## src/rtl/pid_pkg.sv

```systemverilog
// Shared types and width helpers for the incremental PID compute path.
package pid_pkg;

  typedef enum logic [2:0] {
    IDLE,
    MUL_P,
    MUL_I,
    MUL_D,
    ACC
  } state_t;

  localparam int PROD_XW = 2;
  localparam int SUM_XW  = 4;

  function automatic int prod_w(input int ew, input int kw);
    return ew + kw + PROD_XW;
  endfunction

  function automatic int sum_w(input int ew, input int kw);
    return ew + kw + SUM_XW;
  endfunction

endpackage

```

## src/rtl/pid_sat_clamp.sv

```systemverilog
// Combinational clamp of a wide signed value into [OUT_MIN, OUT_MAX].
module pid_sat_clamp #(
  parameter int IN_W    = 37,
  parameter int OUT_W   = 16,
  parameter int OUT_MAX = 32767,
  parameter int OUT_MIN = -32768
) (
  input  logic signed [IN_W-1:0]  din,
  output logic signed [OUT_W-1:0] dout
);

  localparam logic signed [IN_W-1:0] HI = IN_W'(OUT_MAX);
  localparam logic signed [IN_W-1:0] LO = IN_W'(OUT_MIN);

  always_comb begin
    dout = OUT_W'(din);
    if (din > HI) begin
      dout = OUT_W'(HI);
    end else if (din < LO) begin
      dout = OUT_W'(LO);
    end
  end

endmodule

```

## src/rtl/pid_incr_calc.sv

```systemverilog
// Incremental PID stage: one shared multiplier, three MAC cycles, accumulate.
// Define PID_OUT_SAT_EN to clamp u instead of wrapping it.
module pid_incr_calc
  import pid_pkg::*;
#(
  parameter int ERR_W   = 16,
  parameter int K_W     = 16,
  parameter int FRAC    = 8,
  parameter int OUT_W   = 16,
  parameter int OUT_MAX = 32767,
  parameter int OUT_MIN = -32768
) (
  input  logic                    clk,
  input  logic                    rst,
  input  logic                    start,
  input  logic                    clear,
  input  logic signed [ERR_W-1:0] ek0,
  input  logic signed [ERR_W-1:0] ek1,
  input  logic signed [ERR_W-1:0] ek2,
  input  logic signed [K_W-1:0]   kp,
  input  logic signed [K_W-1:0]   ki,
  input  logic signed [K_W-1:0]   kd,
  output logic signed [OUT_W-1:0] u,
  output logic                    done,
  output logic                    busy
);

  localparam int PW = prod_w(ERR_W, K_W);
  localparam int SW = sum_w(ERR_W, K_W);
  localparam int OW = ERR_W + 2;

  state_t state, state_nx;

  logic signed [ERR_W-1:0] e0_q;
  logic signed [ERR_W:0]   dp_q;
  logic signed [ERR_W+1:0] dd_q;
  logic signed [K_W-1:0]   kp_q, ki_q, kd_q;
  logic signed [SW-1:0]    sum_q, sum_nx;
  logic signed [K_W-1:0]   op_k;
  logic signed [OW-1:0]    op_e;
  logic signed [PW-1:0]    prod;
  logic signed [SW-1:0]    delta;
  logic signed [SW:0]      u_wide;
  logic signed [OUT_W-1:0] u_nx;
  logic                    accept;

  assign accept = (state == IDLE) && start && !clear;
  assign busy   = (state != IDLE);

  always_ff @(posedge clk) begin
    if (rst) state <= IDLE;
    else     state <= state_nx;
  end

  always_comb begin
    state_nx = state;
    unique case (state)
      IDLE:    if (start) state_nx = MUL_P;
      MUL_P:   state_nx = MUL_I;
      MUL_I:   state_nx = MUL_D;
      MUL_D:   state_nx = ACC;
      ACC:     state_nx = IDLE;
      default: state_nx = IDLE;
    endcase
    if (clear) state_nx = IDLE;
  end

  always_comb begin
    op_k = kp_q;
    op_e = OW'(dp_q);
    unique case (1'b1)
      (state == MUL_I): begin
        op_k = ki_q;
        op_e = OW'(e0_q);
      end
      (state == MUL_D): begin
        op_k = kd_q;
        op_e = dd_q;
      end
      default: ;
    endcase
  end

  assign prod   = PW'(op_k) * PW'(op_e);
  assign sum_nx = (state == MUL_P) ? SW'(prod)
                                   : sum_q + SW'(prod);
  assign delta  = sum_q >>> FRAC;
  assign u_wide = (SW+1)'(u) + (SW+1)'(delta);

`ifdef PID_OUT_SAT_EN
  pid_sat_clamp #(
    .IN_W   (SW + 1),
    .OUT_W  (OUT_W),
    .OUT_MAX(OUT_MAX),
    .OUT_MIN(OUT_MIN)
  ) u_clamp (
    .din (u_wide),
    .dout(u_nx)
  );
`else
  logic unused_cfg;
  assign unused_cfg = (OUT_MAX > OUT_MIN);
  assign u_nx = OUT_W'(u_wide);
`endif

  always_ff @(posedge clk) begin
    if (rst) begin
      e0_q  <= '0;
      dp_q  <= '0;
      dd_q  <= '0;
      kp_q  <= '0;
      ki_q  <= '0;
      kd_q  <= '0;
      sum_q <= '0;
      u     <= '0;
      done  <= 1'b0;
    end else if (clear) begin
      u    <= '0;
      done <= 1'b0;
    end else begin
      done <= (state == ACC);
      if (accept) begin
        e0_q <= ek0;
        dp_q <= (ERR_W+1)'(ek0) - (ERR_W+1)'(ek1);
        dd_q <= (ERR_W+2)'(ek0) - ((ERR_W+2)'(ek1) <<< 1)
              + (ERR_W+2)'(ek2);
        kp_q <= kp;
        ki_q <= ki;
        kd_q <= kd;
      end
      if (state == MUL_P || state == MUL_I || state == MUL_D)
        sum_q <= sum_nx;
      if (state == ACC)
        u <= u_nx;
    end
  end

endmodule
```

## config.mk

```make
export PLATFORM = sky130hd
export DESIGN_NAME = pid_incr_calc
export DESIGN_NICKNAME = d
export VERILOG_FILES = /design/src/rtl/pid_pkg.sv /design/src/rtl/pid_sat_clamp.sv /design/src/rtl/pid_incr_calc.sv
export SDC_FILE = /design/constraint.sdc
export NUM_CORES = 1
export LEC_CHECK = 0
export BUFFER_PORTS_ARGS = -buffer_cell sky130_fd_sc_hd__buf_2
export CORE_MARGIN = 2
export CORE_UTILIZATION = 32
export CTS_BUF_LIST = sky130_fd_sc_hd__clkbuf_16
export CTS_CLUSTER_DIAMETER = 30
export DETAILED_ROUTE_END_ITERATION = 12
export PLACE_DENSITY = 0.55
export SLEW_MARGIN = 20
export SYNTH_ARGS = -nofsm -noshare
export SYNTH_HDL_FRONTEND = slang
export SYNTH_SLANG_ARGS = --single-unit
```

## constraint.sdc

```tcl
create_clock -name clk -period 8.1 [get_ports clk]
set_input_delay 0.405 -clock clk [delete_from_list [all_inputs] [get_ports clk]]
set_output_delay 0.405 -clock clk [all_outputs]
set_load 0.1 [all_outputs]
```

# After elaboration in Yosys (flattened, before gate mapping)
# Index checks and enable logic that the tools add are counted.
# totals
word_cells	37
inputBits	100
out_inout_bits	18
register_bits	155
# classes
addsub	5
n_reduce_logical	10
eq_ne	5
muxes	5
multipliers	1
bitwise_logic	1
# ops
operator	count
$add A36 B34 Y36	1
$mux W36	1
$pmux W18 S2	1
$mul A16 B18 Y34	1
$pmux W16 S2	1
$add A18 B16 Y18	1
$sub A16 B17 Y18	1
$sub A16 B16 Y17	1
$add A16 B16 Y16	1
$pmux W3 S4	1
$eq A3 B2 Y1 const B	2
$reduce_and A2 Y1	2
$eq A3 B1 Y1 const B	1
$eq A3 B3 Y1 const B	1
$logic_not A3 Y1	1
$mux W3	1
$reduce_bool A3 Y1	1
$logic_and A1 B1 Y1	2
$logic_or A1 B1 Y1	2
$ne A2 B2 Y1 const B	1
$reduce_or A2 Y1	1
$logic_not A1 Y1	1
$not A1 Y1	1

# Logic depth before layout (Yosys ltp)
# depth
ltp_word	5
depth_mapped	41
depth_no_buf	36

# Least setup slack after synthesis
# OpenSTA, ideal clock, no wires.
# synth_timing
path_type	reg-to-reg
start	register state[0]
end	register sum_q[20]
path_buffers	5
path_slack_ps	-480
t_arrival_ps	8460
stages_incl_launch_ff	37
synth_period_minus_slack_ps	8580
t_required_ps	7980
setup_time_ps	120
cell_sequence	dfxtp_1 buf_2 buf_6 buf_6 clkbuf_1 clkbuf_1 mux2i_1 o21ai_1 nand2_1 fa_1 inv_1 fa_1 inv_1 fa_1 inv_1 fa_1 fa_1 inv_1 fa_1 inv_1 ha_1 a21o_1 a21oi_1 nand3b_1 o21ai_0 xnor2_1 ha_1 nand2_1 nand2_1 a21o_1 a21oi_1 nor4bb_1 o31a_1 o31a_1 xor2_1 nor2_1 o31a_1
# synth_between
elab_chain_len	5
word_cells_on_any_way	11
classes_between	1 x add/sub; 1 x mul; 3 x eq/ne; 3 x mux; 3 x reduce/logical
# synth_rtl
element	line	text
start, declared	pid_incr_calc.sv:32	state_t state, state_nx;
start signal, assigned	pid_incr_calc.sv:52	else state <= state_nx;
$eq A3 B2 Y1, on equally long branches	pid_incr_calc.sv:76, pid_incr_calc.sv:131, pid_incr_calc.sv:72	
$pmux W16 S2 / $pmux W18 S2 (equally long branches)	pid_incr_calc.sv:71	unique case (1'b1)
$mul A16 B18 Y34	pid_incr_calc.sv:84	assign prod = PW'(op_k) * PW'(op_e);
$add A36 B34 Y36	pid_incr_calc.sv:86	: sum_q + SW'(prod);
$mux W36	pid_incr_calc.sv:85	assign sum_nx = (state == MUL_P) ? SW'(prod)
end signal, assigned	pid_incr_calc.sv:132	sum_q <= sum_nx;
end, declared	pid_incr_calc.sv:38	logic signed [SW-1:0] sum_q, sum_nx;
# Parallel ways exist; a longest one is shown, timed or not.
# A chain may end at the register's enable or synchronous reset.

# Worst setup path after layout
# layout_timing
start	register state[0]
end	register sum_q[23]
# The elaborated chain is that of the path after synthesis.

==> impl_metrics.csv <==
group,metric,value,unit
run_status,outcome,"finished, final reports clean",
floorplan,die_width,237,um
global_route,grt_max_degree,96,
logic_synthesis,synth_edf_count,0,
logic_synthesis,ys_ff_latch,143,
power,ir_worst_vdd,145,uV
critical_path,critPathKind,"reg2reg",
global_route,grt_pass1_wl,77600,um
detailed_routing,post_drt_wl_per_cell,15.9,um
layout,multi_input_area,13100,um^2
logic_synthesis,yosysWarnings,0,
job,cap_violations,0,
timing,finalSetupTns,0,ns
power,switching_share,36.8,%
clock_tree,numCtsBuffers,17,
power,powerDensity,116,nW/um^2
global_route,overflow,0,
timing,max_freq,128,MHz
detailed_routing,routed_via_density,4.82,
layout,seq_area,2870,um^2
detailed_routing,drt-initial-drc-count,796,
clock_tree,clock-root-buffer,"clkbuf_16",
logic_synthesis,avgSynthCellArea,7.97,um^2
clock_tree,clock_latency,0.46,ns
floorplan,io_pins,118,
layout,fillers,5504,
power,leakagePower,9.58,nW
logic_synthesis,postSynthNetCount,2632,
clock_tree,cts_tree,"yes",
placed_design,dp.cells,3016,
placed_design,port-buffer-count,117,
critical_path,ff2ff_path_depth,33,
timing,fin_crit_sh,96.1,%
logic_synthesis,syn-instance-count,2176,
power,p_int,1.51,mW
logic_synthesis,synthFlopType,"dfxtp_1",
logic_synthesis,syn-cell-area,17300,um^2
clock_tree,htreeDepth,4,
floorplan,rows,85,
min_path,hp-start,"ki[0]",
timing,slew_viol_final,0,
critical_path,crit_fanout,10,
global_route,grt_antenna_before_repair,1,
placed_design,hpwl,39500,um
global_route,grt_usage,17.4,%
critical_path,cp_common_cell,"fa_1",
timing,fin_crit,7.78,ns
timing,worstMarginPinSlew,0.958,ns
layout,area_delta_synth_final,18.9,%
detailed_routing,dr_total_vias,14900,
critical_path,critPathLaunchType,"flop",
floorplan,die_h,237,um
clock_tree,cts.path.max_buffers,2,
placed_design,gp_congestion,0.880,
layout,final_cells,3081,
floorplan,start_util,32.3,%
timing,setup_ws,0.316,ns
critical_path,crit_arrival,8.09,ns
power,power,2.39,mW
logic_synthesis,ys_async_sr_fraction,0,%
min_path,hp-class,"in2reg",
detailed_routing,drt_wl_total,49000,um
layout,final_nets,2827,
critical_path,cp-startpoint,"state[0]",
clock_tree,numClockSinks,143,
layout,drive_gt1_share,16.2,%
timing,finalSetupViolations,0,
critical_path,max_stage_delay,0.54,ns
timing,clock_skew,0.0181,ns
floorplan,die_area,56100,um^2
min_path,hold_depth,3,
min_path,hold-path-endpoint,"ki_q[0]",
placed_design,post-place-ws,-0.0592,ns
power,p_sw,881,uW
critical_path,required,8.41,ns
clock_tree,cts-hold-fix-buffers,0,
logic_synthesis,yosysUniqueCellTypes,69,
power,seq_power_share,32.2,%
detailed_routing,ant_nets,0,
global_route,grt_pass1_vias,14900,
timing,relSlewSlack,36.1,%
critical_path,r2r_slack,0.32,ns
critical_path,worstReg2RegEnd,"sum_q[23]",
critical_path,cp-end-kind,"flop",
clock_tree,clk_pin_slew_worst_paths,0.07,ns
detailed_routing,dr.pass1.iters,4,
critical_path,timing.rr.start,"state[0]",
floorplan,core_area,53700,um^2
detailed_routing,drc,0,
power,combPwrFrac,35.7,%
power,p_clk_share,32.1,%
timing,rsz0062_at_grt,"yes",
logic_synthesis,seq_area_frac_synth,16.5,%
critical_path,critPathSlowestCell,"fa_1",
timing,hold_viol,0,
## layer usage
metal | up-vias | global-route usage, % | wire length, um | part of all wire, %
li1 | 7299 | - | - | -
met1 | 7255 | 23.1 | 22600 | 46
met2 | 261 | 29.5 | 23800 | 49
met3 | 43 | 2.33 | 1690 | 3.4
met4 | 0 | 5.12 | 877 | 1.8
met5 | - | 0 | 0 | 0
## cell usage after synthesis (5+ instances only)
library cell / instances / share of area (%)
nand3b_1: 5 / 0.22
dfxtp_1: 143 / 17
nand2_1: 373 / 8.1
and2_1: 11 / 0.40
a21boi_0: 5 / 0.22
clkbuf_1: 63 / 1.4
nand3_1: 13 / 0.38
o21bai_1: 7 / 0.30
buf_1: 9 / 0.19
xnor2_1: 63 / 3.2
fa_1: 209 / 24
nor2_1: 199 / 4.3
mux2_2: 17 / 1.1
xor2_1: 20 / 1.0
or3_1: 10 / 0.36
ha_1: 147 / 11
mux2_4: 6 / 0.52
a21oi_1: 158 / 4.6
a22o_1: 5 / 0.25
nand4_1: 5 / 0.18
o21a_1: 23 / 1.0
nor2b_1: 12 / 0.43
buf_6: 6 / 0.39
nand2b_1: 17 / 0.61
o21ai_0: 55 / 1.6
o21ai_1: 8 / 0.23
inv_1: 387 / 8.4
a31oi_1: 9 / 0.32
a311oi_1: 9 / 0.45
nor3b_1: 7 / 0.30
a21o_1: 23 / 1.0
a211oi_1: 25 / 1.1
nor3_1: 24 / 0.69
o211ai_1: 7 / 0.30
mux2i_1: 29 / 1.7
## cell type report
type                    count  share of cell area [%]
diodes                      1                  0.0121
clock buffers              17                    2.06
clock inverters            15                   0.692
inverters                 388                    7.06
multi-input cells        1565                    63.4
flip-flops and latches    143                    13.9
well taps                 696                    4.22
repair buffers            256                    8.64
## power by group through the flow
stage	clock [mW]	combinational (mW)	sequential [mW]
floorplan	0	0.559	0.773
global placement	0	0.798	0.782
detailed placement	0	0.811	0.782
CTS	0.790	0.817	0.767
global route	0.816	0.957	0.774
finish	0.769	0.855	0.769
## stage by stage
step,util (%),instance area (um^2),hold slack (ns)
2_1_floorplan,-,17400,0.428
3_3_place_gp,36.0,19300,0.439
3_5_place_dp,36.0,19300,0.446
4_1_cts,37.1,19900,0.162
5_1_grt,38.4,20600,0.193
6_report,38.4,20600,0.188
## repair_timing
action	4_1_cts	5_1_grt
endpoints found under the hold margin	0	0
setup endpoints to repair	3	10
setup buffers	1	27
resized for setup	10	88
cloned	0	4
pin swaps	0	26
## registers in the layout (all words and copies together) (netlist names)
name,flops
ki_q,16
dd_q,18
dp_q,17
sum_q,24
state,3
kp_q,16
e0_q,16
kd_q,16
done,1
u,16
## worst max path at each step
stage / end / slack [ns]
6_report: sum_q[23] / 0.32
3_3_place_gp: sum_q[23] / 0.02
3_5_place_dp: sum_q[23] / -0.06
5_1_grt: sum_q[23] / -0.05
2_1_floorplan: sum_q[20] / 0.0004
4_1_cts: sum_q[20] / 0.02
## critical path: cells and delay by family (launching register included)
family,cells,cell delay [ns]
XOR/XNOR,1,0.15
AND/OR/NAND/NOR,4,0.38
AO/OA/AOI/OAI,11,1.86
multiplexers,1,0.30
buffers and inverters,8,0.79
adder cells (fa/ha/maj),8,3.73
flip-flops,1,0.41
## kinds of logic (layout without fill, tap and decap cells)
logic type | Yosys count | count (layout) | synth area share (%)
flops | 143 | 143 | 16.5
mux | 55 | 55 | 3.59
other cells | 0 | 1 | 0
xor+xnor | 87 | 87 | 4.68
simple gates | 694 | 694 | 16.8
fa+ha+maj | 356 | 356 | 34.7
compound gates | 373 | 373 | 13.3
buf+inv | 468 | 676 | 10.4
## placed cells by master (no fill, tap or decap), types with 7 or more instances in the layout
cell type	instances
nand3_1	13
nor2b_1	12
a211oi_1	24
inv_8	7
nand2_1	373
o21ai_1	7
o211ai_1	7
a21oi_1	154
fa_1	209
a311oi_1	9
inv_1	387
a21o_1	23
dfxtp_1	140
o21ai_0	45
xnor2_1	61
and2_1	11
mux2i_1	16
buf_4	122
nor2_1	198
or3_1	10
o21a_1	16
mux2i_4	10
nor3_1	22
a31oi_1	8
nand2b_1	16
mux2_2	15
buf_2	116
mux2_4	8
xor2_1	20
ha_1	142
clkbuf_16	19
o21ai_2	9
Power figures use the tool's default switching activity.
